File: src/rtl/alu_pkg.sv
// Shared definitions for the 8-bit ALU stage and its command controller:
// opcode encoding and controller FSM state encoding.
package alu_pkg;

  localparam logic [1:0] OP_ADD = 2'b00;
  localparam logic [1:0] OP_SUB = 2'b01;
  localparam logic [1:0] OP_LSL = 2'b10;
  localparam logic [1:0] OP_LSR = 2'b11;

  typedef enum logic [1:0] {
    ST_IDLE  = 2'd0,
    ST_ISSUE = 2'd1,
    ST_WAIT  = 2'd2,
    ST_DONE  = 2'd3
  } state_t;

endpackage

File: src/rtl/alu_cmd_ctrl.sv
// Valid/ready command front-end for the registered ALU: issues one command,
// waits out the ALU latency, captures result plus carry/shift-out flag.
module alu_cmd_ctrl
  import alu_pkg::*;
#(
  parameter int DATA_W      = 8,
  parameter int ALU_LATENCY = 1,
  parameter int CNT_W       = 16
) (
  input  logic              iCLK,
  input  logic              iRST,
  input  logic              iCMD_VALID,
  output logic              oCMD_READY,
  input  logic [1:0]        iCMD_OPCODE,
  input  logic [DATA_W-1:0] iCMD_A,
  input  logic [DATA_W-1:0] iCMD_B,
  output logic [1:0]        oALU_OPCODE,
  output logic [DATA_W-1:0] oALU_DATAIN1,
  output logic [DATA_W-1:0] oALU_DATAIN2,
  input  logic [DATA_W-1:0] iALU_DATAOUT,
  output logic              oRES_VALID,
  input  logic              iRES_READY,
  output logic [DATA_W-1:0] oRES_DATA,
  output logic              oRES_FLAG,
  output logic [CNT_W-1:0]  oOP_CNT
);

  localparam logic [3:0] LAT_INIT = 4'(ALU_LATENCY);

  state_t            state_q, state_d;
  logic [3:0]        lat_q, lat_d;
  logic [1:0]        alu_op_q, alu_op_d;
  logic [DATA_W-1:0] alu_a_q, alu_a_d;
  logic [DATA_W-1:0] alu_b_q, alu_b_d;
  logic              res_valid_q, res_valid_d;
  logic [DATA_W-1:0] res_data_q, res_data_d;
  logic              res_flag_q, res_flag_d;
  logic [CNT_W-1:0]  cnt_q, cnt_d;

  // Flag depends only on the operands, so it is computed at accept time
  // rather than reconstructed from the ALU output.
  function automatic logic calc_flag(input logic [1:0] op,
                                     input logic [DATA_W-1:0] a,
                                     input logic [DATA_W-1:0] b);
    logic [DATA_W:0] sum;
    sum = {1'b0, a} + {1'b0, b};
    case (op)
      OP_ADD:  calc_flag = sum[DATA_W];
      OP_SUB:  calc_flag = (a < b);
      OP_LSL:  calc_flag = a[DATA_W-1];
      default: calc_flag = a[0];
    endcase
  endfunction

  always_comb begin
    state_d     = state_q;
    lat_d       = lat_q;
    alu_op_d    = alu_op_q;
    alu_a_d     = alu_a_q;
    alu_b_d     = alu_b_q;
    res_valid_d = res_valid_q;
    res_data_d  = res_data_q;
    res_flag_d  = res_flag_q;
    cnt_d       = cnt_q;
    case (state_q)
      ST_IDLE: begin
        if (iCMD_VALID) begin
          alu_op_d   = iCMD_OPCODE;
          alu_a_d    = iCMD_A;
          alu_b_d    = iCMD_B;
          res_flag_d = calc_flag(iCMD_OPCODE, iCMD_A, iCMD_B);
          state_d    = ST_ISSUE;
        end
      end
      ST_ISSUE: begin
        lat_d   = LAT_INIT;
        state_d = ST_WAIT;
      end
      ST_WAIT: begin
        lat_d = lat_q - 4'd1;
        if (lat_q == 4'd1) begin
          res_data_d  = iALU_DATAOUT;
          res_valid_d = 1'b1;
          state_d     = ST_DONE;
        end
      end
      default: begin
        if (iRES_READY) begin
          res_valid_d = 1'b0;
          cnt_d       = cnt_q + 1'b1;
          state_d     = ST_IDLE;
        end
      end
    endcase
  end

  always_ff @(posedge iCLK) begin
    if (iRST) begin
      state_q     <= ST_IDLE;
      lat_q       <= '0;
      alu_op_q    <= '0;
      alu_a_q     <= '0;
      alu_b_q     <= '0;
      res_valid_q <= 1'b0;
      res_data_q  <= '0;
      res_flag_q  <= 1'b0;
      cnt_q       <= '0;
    end else begin
      state_q     <= state_d;
      lat_q       <= lat_d;
      alu_op_q    <= alu_op_d;
      alu_a_q     <= alu_a_d;
      alu_b_q     <= alu_b_d;
      res_valid_q <= res_valid_d;
      res_data_q  <= res_data_d;
      res_flag_q  <= res_flag_d;
      cnt_q       <= cnt_d;
    end
  end

  // Ready is masked during reset so nothing is offered in the reset cycle.
  assign oCMD_READY   = (state_q == ST_IDLE) && !iRST;
  assign oALU_OPCODE  = alu_op_q;
  assign oALU_DATAIN1 = alu_a_q;
  assign oALU_DATAIN2 = alu_b_q;
  assign oRES_VALID   = res_valid_q;
  assign oRES_DATA    = res_data_q;
  assign oRES_FLAG    = res_flag_q;
  assign oOP_CNT      = cnt_q;

endmodule
File: config.mk
export PLATFORM = sky130hd
export DESIGN_NAME = alu_cmd_ctrl
export DESIGN_NICKNAME = d
export VERILOG_FILES = /design/src/rtl/alu_pkg.sv /design/src/rtl/alu_cmd_ctrl.sv
export SDC_FILE = /design/constraint.sdc
export NUM_CORES = 1
export LEC_CHECK = 0
export ABC_AREA = 1
export BUFFER_PORTS_ARGS = -buffer_cell sky130_fd_sc_hd__buf_2
export CORE_AREA = 3 3 80 82
export CTS_CLUSTER_SIZE = 8
export DETAILED_ROUTE_END_ITERATION = 12
export DIE_AREA = 0 0 83 85
export PLACE_DENSITY = 0.7
export SKIP_CTS_REPAIR_TIMING = 1
export SKIP_LAST_GASP = 1
export SLEW_MARGIN = 20
export SYNTH_ARGS = -nofsm -noshare
export SYNTH_HDL_FRONTEND = slang
export SYNTH_SLANG_ARGS = --single-unit
File: constraint.sdc
create_clock -name iCLK -period 1.82 [get_ports iCLK]
set_input_delay 0.364 -clock iCLK [delete_from_list [all_inputs] [get_ports iCLK]]
set_output_delay 0.364 -clock iCLK [all_outputs]
set_load 0.05 [all_outputs]
==> qor.txt <==
status: complete, no violations
Post-synth EDFFs: 0
Seq/Total Area, Yosys: 38.8%
Final Power: 3.59 mW
total die area: 7060 sq um
post-route ant nets: 0
slack of the critical path: 0.169 ns
vias: 2,434
Top FF cell, synth: dfxtp_1
number of port buffers: 74
Tmin final: 1.65 ns
post-synthesis cell type count: 28
max cap viols: 0
gr ovfl total: 0
Die H: 85 um
Crit. End Element: output port
worst relative slew slack: 75.6%
crit path launch type: flip-flop
setup repair after global routing missed its margin: no
period utilization: 90.7%
Worst-path clk slew: 0.08 ns
WL final: 5620 um
leading cell type in the layout, fill and taps excluded: buf_2
CTS tree: done
P_leak: 1.58 nW
I/O pin cnt: 75
Final HPWL DP: 4430 um
crit path DAT: 1.29 ns
setup TNS: 0 ns
iteration-0 DRC count of the detailed router: 68
Async S/R FF share, synth: 0%
Slew Limit Fails: 0
GP Congestion: 0.821
Initial Utilization: 44.4%
DRT Pass-1 Iters: 4
Worst VDD drop: 656 uV
sw frac: 44.0%
Max clock buf depth: 2
Mapped Cells: 352
Yosys reg bits: 50
sequential share of power: 38.2%
FP Rows: 28
post-synth top area share: 38.8%
top cells by area, synth: dfxtp_1 (39%), ha_1 (10%), nand2_1 (8.1%)
Area Growth Syn to Fin: 21.2%
Finished Core Util: 53.8%
most frequent cells in the layout: buf_2 (73), nand2_1 (56), dfxtp_1 (50), nor2_1 (47), inv_1 (44)
Via density: 4.83
first-pass GRT wire length: 9960 um
Worst-Margin Slew: 0.364 ns
Die W: 83 um
Power Internal: 2.01 mW
Place WS: 0.258 ns
CTS buffer count: 5
Setup Skew: 0.00525 ns
cell area after synthesis: 2580 sq um
CP Data Required Time: 1.46 ns
initial antenna violation count: 0
vias in the first global route: 2,333
Worst-Skew Late Latency: 0.29 ns
Core ar.: 5820 sq um
sw power: 1.58 mW
clock network fraction of total power: 17.0%
layout net count: 480
Tot GR Track Use: 16.5%
average size of a mapped cell: 7.33 sq um
Routed WL per cell: 11.2 um
Max Clock Freq: 606 MHz
Antenna Cells: 0
final setup fails: 0
syn nets: 403
Worst Setup Path Type: flip-flop to output port
pin count of the biggest net entering global routing: 17
hold crit path type: input pin to flip-flop
Synth area leader: dfxtp_1
share of post-route cells with drive strength above 1: 23.1%
drt drc: 0
# clock sinks: 50
Root Driver: clkbuf_8
pwr dens: 1150 nW/um^2
CP Max Fanout: 3
synth warn: 0
number of hold violations in the final report: 0
H-tree depth: 2
combinational group share of total power: 44.7%
-- worst paths after layout --
check	startpoint	to	slack, ns	cells after the start
max	state_q[0]	oCMD_READY	0.17	5
min	iRST	lat_q[1]	0.29	2
max reg2reg	state_q[0]	oOP_CNT[10]	0.30	8
min reg2reg	oRES_DATA[1]	oRES_DATA[1]	0.46	2
-- synth_stat cells, drive strengths merged, types with 3 or more instances --
cell	n
o21ai	30
dfxtp	50
nor3b	4
ha	21
inv	45
clkbuf	8
nor2	51
nor3	14
a21oi	37
nand2	61
buf	3
nand4	3
nand3	18
-- power groups by stage --
stage / clock, mW / combinational, mW / sequential, mW
after floorplan: 0 / 0.778 / 1.82
after global placement: 0 / 1.57 / 1.39
after detailed placement: 0 / 1.59 / 1.40
after CTS: 0.643 / 1.60 / 1.38
after global routing: 0.685 / 1.80 / 1.40
final: 0.613 / 1.61 / 1.37
-- flip-flops by register name, summed over array words and instances, names as in the netlist, 2 cells and up --
name / flops
oALU_OPCODE: 2
oALU_DATAIN1: 8
lat_q: 4
state_q: 2
oALU_DATAIN2: 8
oRES_DATA: 8
oOP_CNT: 16
-- worst max-delay path, stage by stage, from the launching register on --
cell     delay (ns)
dfxtp_1        0.33
inv_1          0.10
ha_2           0.21
inv_1          0.06
nor2_1         0.12
buf_6          0.18
-- layer usage --
layer | vias to the layer above | share of wire [%] | track usage [%]
met1 | 1087 | 45 | 19.7
met2 | 52 | 49 | 30.4
met4 | 0 | 0.27 | 3.12
met3 | 2 | 5.1 | 3.79
met5 | - | 0 | 0
li1 | 1293 | - | -
-- cells by family after synthesis --
kind of cell,after synthesis,share of synthesized area [%]
and+or+nand+nor,152,27.6
AOI/OAI and AO/OA,72,14.5
buffers and inverters,56,8.63
DFF,50,38.8
adders and majority gates,21,10.2
xor gates and xnor gates,1,0.340
-- layout make-up --
class / count / area (sq um)
fill: 597 / 2690
timing repair buffer: 81 / 429
inverter: 45 / 169
sequential: 50 / 1000
clock buffer: 7 / 76.3
multi-input combinational: 246 / 1360
tap: 75 / 93.8
-- through the flow --
step / instances / hold WS (ns) / area, sq um
4_1_cts: 504 / 0.280 / 3120
2_1_floorplan: 352 / 0.457 / 2580
3_5_place_dp: 497 / 0.453 / 3040
6_report: 504 / 0.293 / 3130
3_3_place_gp: 497 / 0.446 / 3040
5_1_grt: 504 / 0.292 / 3130
Power figures use the tool's default switching activity.
